--- src/rtl/alu_cond_unit.sv ---
// Purpose: ARM-style condition unit; holds NZCV, evaluates Cond against stored flags, gates side effects, commits ALU flags.
// Latency: one cycle; all outputs are registered, with no combinational input-to-output path.
// Backpressure: none; accepts one instruction per cycle and never stalls.
//
// Ports:
//   clk, reset            rising-edge clock, asynchronous active-high reset
//   Valid, Cond           instruction present, 4-bit condition field
//   ALUflags, FlagW       {N,Z,C,V} from the ALU; FlagW[1] updates N,Z, FlagW[0] updates C,V
//   PCS, RegW, MemW       decoder write intents; NoWrite suppresses RegWrite (compare-type ops)
//   PCSrc, RegWrite,      registered gated write enables
//   MemWrite
//   OutValid, CondEx      registered Valid and condition-passed for the instruction in the output stage
//   Flags                 stored {N,Z,C,V}
//   SquashCount           saturating count of instructions that failed their condition
module alu_cond_unit #(
    parameter int CNT_W = 8
) (
    input  logic             clk,
    input  logic             reset,
    input  logic             Valid,
    input  logic [3:0]       Cond,
    input  logic [3:0]       ALUflags,
    input  logic [1:0]       FlagW,
    input  logic             PCS,
    input  logic             RegW,
    input  logic             MemW,
    input  logic             NoWrite,
    output logic             PCSrc,
    output logic             RegWrite,
    output logic             MemWrite,
    output logic             OutValid,
    output logic             CondEx,
    output logic [3:0]       Flags,
    output logic [CNT_W-1:0] SquashCount
);

    logic flag_n, flag_z, flag_c, flag_v;
    logic cond_true;
    logic ce;
    logic squash;

    // Evaluation always uses the stored flags, never the incoming ALUflags,
    // so an instruction sees only what earlier instructions committed.
    assign {flag_n, flag_z, flag_c, flag_v} = Flags;

    always_comb begin
        cond_true = 1'b0;
        case (Cond)
            4'b0000: cond_true = flag_z;
            4'b0001: cond_true = !flag_z;
            4'b0010: cond_true = flag_c;
            4'b0011: cond_true = !flag_c;
            4'b0100: cond_true = flag_n;
            4'b0101: cond_true = !flag_n;
            4'b0110: cond_true = flag_v;
            4'b0111: cond_true = !flag_v;
            4'b1000: cond_true = flag_c & !flag_z;
            4'b1001: cond_true = !flag_c | flag_z;
            4'b1010: cond_true = (flag_n == flag_v);
            4'b1011: cond_true = (flag_n != flag_v);
            4'b1100: cond_true = !flag_z & (flag_n == flag_v);
            4'b1101: cond_true = flag_z | (flag_n != flag_v);
            4'b1110: cond_true = 1'b1;
            // 1111 is reserved and treated as "never", so it counts as squashed
            default: cond_true = 1'b0;
        endcase
    end

    assign ce     = Valid & cond_true;
    assign squash = Valid & !cond_true;

    always_ff @(posedge clk or posedge reset) begin
        if (reset) begin
            Flags       <= 4'b0000;
            PCSrc       <= 1'b0;
            RegWrite    <= 1'b0;
            MemWrite    <= 1'b0;
            OutValid    <= 1'b0;
            CondEx      <= 1'b0;
            SquashCount <= '0;
        end else begin
            // N,Z and C,V halves commit independently; unselected bits hold
            if (ce && FlagW[1]) begin
                Flags[3:2] <= ALUflags[3:2];
            end
            if (ce && FlagW[0]) begin
                Flags[1:0] <= ALUflags[1:0];
            end

            OutValid <= Valid;
            CondEx   <= ce;
            PCSrc    <= ce & PCS;
            RegWrite <= ce & RegW & !NoWrite;
            MemWrite <= ce & MemW;

            // Saturate at all-ones rather than wrap
            if (squash && (SquashCount != {CNT_W{1'b1}})) begin
                SquashCount <= SquashCount + CNT_W'(1);
            end
        end
    end

endmodule
--- config.mk ---
export PLATFORM = sky130hd
export DESIGN_NAME = alu_cond_unit
export DESIGN_NICKNAME = d
export VERILOG_FILES = /design/src/rtl/alu_cond_unit.sv
export SDC_FILE = /design/constraint.sdc
export NUM_CORES = 1
export LEC_CHECK = 0
export CORE_MARGIN = 4
export CORE_UTILIZATION = 30
export DETAILED_ROUTE_END_ITERATION = 8
export PLACE_DENSITY = 0.59
export SLEW_MARGIN = 15
export SYNTH_ARGS = -nofsm -noshare
export SYNTH_HDL_FRONTEND = slang
export SYNTH_SLANG_ARGS = --single-unit
--- constraint.sdc ---
create_clock -name clk -period 3.59 [get_ports clk]
set_clock_uncertainty 0.2 [all_clocks]
set_input_delay 0.5385 -clock clk [delete_from_list [all_inputs] [get_ports clk]]
set_output_delay 0.5385 -clock clk [all_outputs]
set_load 0.03 [all_outputs]
==> flow_metrics.py <==
metrics = {
    "die": {
        "dieArea_um2": 4410,
        "die_w_um": 66.4,
        "initial_standard_cell_utilization_of_the_core": 0.324,
        "core.rowCount": 20,
        "io_pins": 34,
        "placeableCoreArea_um2": 3150,
        "die_height_um": 66.4,
    },
    "critical_path": {
        "element_type_at_the_critical_path_start": "input port",
        "critical_path.reg2reg.startpoint": "Flags[3]",
        "endpoint": "SquashCount[1]",
        "crit_path_max_fanout": 11,
        "crit_start": "Cond[3]",
        "critPathRequiredTime_ns": 3.57,
        "crit_path_end_kind": "register",
        "arrival_ns": 2.78,
        "worstRegToRegCells": 7,
        "reg2reg_slack_ns": 1.23,
        "worstSetupPathType": "input port to register",
        "worst_reg2reg_path_endpoint": "SquashCount[1]",
    },
    "pwr": {
        "switching_share": 0.429,
        "power.combinational.fraction": 0.519,
        "netSwitchingPower_uw": 398,
        "vdd_drop_max_mv": 0.346,
        "leakagePower_nw": 0.567,
        "power.share.sequential": 0.369,
        "pwr_density_cell_nw_per_um2": 668,
        "cell_internal_pwr_uw": 529,
        "power_frac_clock": 0.112,
    },
    "clock_tree": {
        "total_clock_buffers_created_by_cts": 3,
        "clock_insertion_delay_worst_skew_ns": 0.29,
        "max-clock-path-buffers": 2,
        "clock-sinks": 17,
        "clock_tree.root_cell": "clkbuf_4",
        "cts.hold.buffers_added": 0,
        "post_cts_buffers": 0,
        "post_cts_resized": 0,
        "cts_htree_levels": 1,
        "cts_tree": "yes",
        "cts.clk_slew.worst_paths_ns": 0.11,
    },
    "cells_and_area": {
        "fin_cells": 172,
        "filler_cell_count": 313,
        "drive_gt1_frac": 0.141,
        "design_area_um2": 1390,
        "layout_common_cells": "clkdlybuf4s50_1, dfrtp_1, nand2_1",
        "antenna_cells_inserted": 0,
        "area_growth_syn_to_layout_pct": 35.7,
        "layout.nets": 147,
        "mostFrequentLayoutCell": "clkdlybuf4s50_1",
    },
    "synthesis": {
        "postSynthRegisterBits": 17,
        "synth.distinct_cells": 36,
        "syn_area_um2": 1020,
        "syn-mean-instance-area_um2": 10.6,
        "syn_nets": 114,
        "postSynth.asyncResetShare": 1.00,
        "post_synthesis_instance_total": 96,
        "yosys_warnings": 0,
        "synth_edf_count": 0,
        "yosys_most_used_dff": "dfrtp_1",
        "ys_seq_area_frac": 0.416,
    },
    "sta": {
        "achievable-frequency_mhz": 357,
        "fin_crit_ns": 2.80,
        "setup_viol": 0,
        "report.final.hold_viol_count": 0,
        "tightestPinTransition_ns": 0.646,
        "report.final.slew_viol_count": 0,
        "final.period_utilization": 0.780,
        "final.setup.worst_slack_ns": 0.791,
        "grt_setup_unrepaired": "false",
        "worst_slew_margin": 0.569,
        "final.setup.tns_ns": 0,
    },
    "place": {
        "port_buffer_count": 33,
        "placement_stage_worst_setup_slack_ns": 0.483,
        "gp_congestion": 0.832,
        "post-dp-hpwl_mm": 1.71,
        "place_area_um2": 1360,
        "placedCellCount": 168,
    },
    "grt": {
        "antenna_found_initial": 0,
        "grt_overflow_total": 0,
        "first_global_vias": 787,
        "groute.usage.overall": 0.109,
        "first_pass_grt_wire_length_mm": 3.71,
        "grt_max_degree": 18,
    },
    "detailed_routing": {
        "drt-initial-drc-count": 72,
        "num_vias": 818,
        "postRouteWirelength_mm": 2.24,
        "detail_route.wl_per_cell_um": 13.0,
        "ant_nets": 0,
        "length_of_the_first_detailed_routing_pass_in_iterations": 4,
        "drt-vias-per-instance": 4.76,
        "drcViolationCount": 0,
    },
    "job": {
        "cap_viol_max_count": 0,
    },
    "outcome": {
        "outcome": "finished, final reports clean",
    },
    "min_path": {
        "timing.hold.worst.class": "register to register",
    },
}
[registers in the layout (all words and copies together) (netlist names)]
signal / count
SquashCount: 8
Flags: 4
CondEx: 1
MemWrite: 1
OutValid: 1
PCSrc: 1
RegWrite: 1
[routing by layer]
metal,up-vias,part of all wire,wire length (um),GRT usage
li1,402,-,-,-
met1,388,0.46,1020,0.146
met2,26,0.48,1070,0.170
met3,2,0.061,136,0.0357
met4,0,0.0054,12,0.0228
met5,-,0,0,0
[critical path: stages]
cell and delay [ns]:
clkdlybuf4s50_1 0.66, nand2_1 0.15, or4_1 0.50, a41oi_2 0.18, a311oi_2 0.05, buf_4 0.21
and3_4 0.19, mux2_4 0.29
[layout make-up]
class	instances	area, um2	area share
Multi-Input combinational cell	70	531	0.382
Sequential cell	17	425	0.307
Timing Repair Buffer	34	338	0.243
Tap cell	44	55.1	0.0397
Clock buffer	3	22.5	0.0162
Inverter	3	11.3	0.00812
Clock inverter	1	5.00	0.00361
[worst min path at each step]
stage,start,end,slack [ns],depth (start not counted)
detailed placement,SquashCount[5],SquashCount[5],0.30,1
global route,SquashCount[5],SquashCount[5],0.34,1
floorplan,reset,CondEx,0.26,1
global placement,SquashCount[5],SquashCount[5],0.29,1
finish,SquashCount[5],SquashCount[5],0.31,1
CTS,SquashCount[5],SquashCount[5],0.31,1
[per-stage QoR]
| stage | hold WS [ns] | power [mW] | utilization |
|---|---|---|---|
| 2_1_floorplan | 0.265 | 0.658 | - |
| 5_1_grt | 0.336 | 0.987 | 0.440 |
| 4_1_cts | 0.315 | 0.937 | 0.440 |
| 3_3_place_gp | 0.295 | 0.824 | 0.431 |
| 3_5_place_dp | 0.297 | 0.832 | 0.431 |
| 6_report | 0.313 | 0.926 | 0.440 |
[power groups by stage]
| stage | combinational (mW) | clock [mW] | sequential (mW) |
|---|---|---|---|
| finish | 0.481 | 0.104 | 0.342 |
| floorplan | 0.219 | 0 | 0.439 |
| detailed placement | 0.487 | 0 | 0.345 |
| global placement | 0.480 | 0 | 0.343 |
| global route | 0.512 | 0.117 | 0.358 |
| CTS | 0.486 | 0.107 | 0.343 |
[logic make-up (layout without fill, tap and decap cells)]
| logic type | Yosys count | count (layout) | synth area share |
|---|---|---|---|
| DFF | 17 | 17 | 0.416 |
| and+or+nand+nor | 40 | 40 | 0.245 |
| buffers and inverters | 9 | 41 | 0.0649 |
| AOI/OAI and AO/OA | 15 | 15 | 0.111 |
| xor gates and xnor gates | 7 | 7 | 0.0600 |
| muxes | 7 | 7 | 0.0906 |
| adders and majority gates | 1 | 1 | 0.0122 |
[synthesized netlist by cell type (2+ instances only)]
| cell | instances | area (um2) |
|---|---|---|
| and2_1 | 2 | 12.5 |
| nor2_4 | 2 | 22.5 |
| mux2_4 | 4 | 60.1 |
| nor2_1 | 6 | 22.5 |
| nand4_1 | 3 | 18.8 |
| nand3_1 | 5 | 25.0 |
| nand2b_1 | 2 | 12.5 |
| a31oi_1 | 2 | 12.5 |
| xnor2_1 | 4 | 35.0 |
| buf_2 | 2 | 10.0 |
| xor2_1 | 3 | 26.3 |
| o21ai_0 | 2 | 10.0 |
| inv_1 | 3 | 11.3 |
| buf_6 | 4 | 45.0 |
| nor2b_4 | 2 | 27.5 |
| dfrtp_1 | 17 | 425 |
| a22oi_1 | 2 | 15.0 |
| a21oi_1 | 4 | 20.0 |
| nand3b_1 | 2 | 15.0 |
| nand2_1 | 7 | 26.3 |
| and3_1 | 3 | 18.8 |
Power figures use the tool's default switching activity.
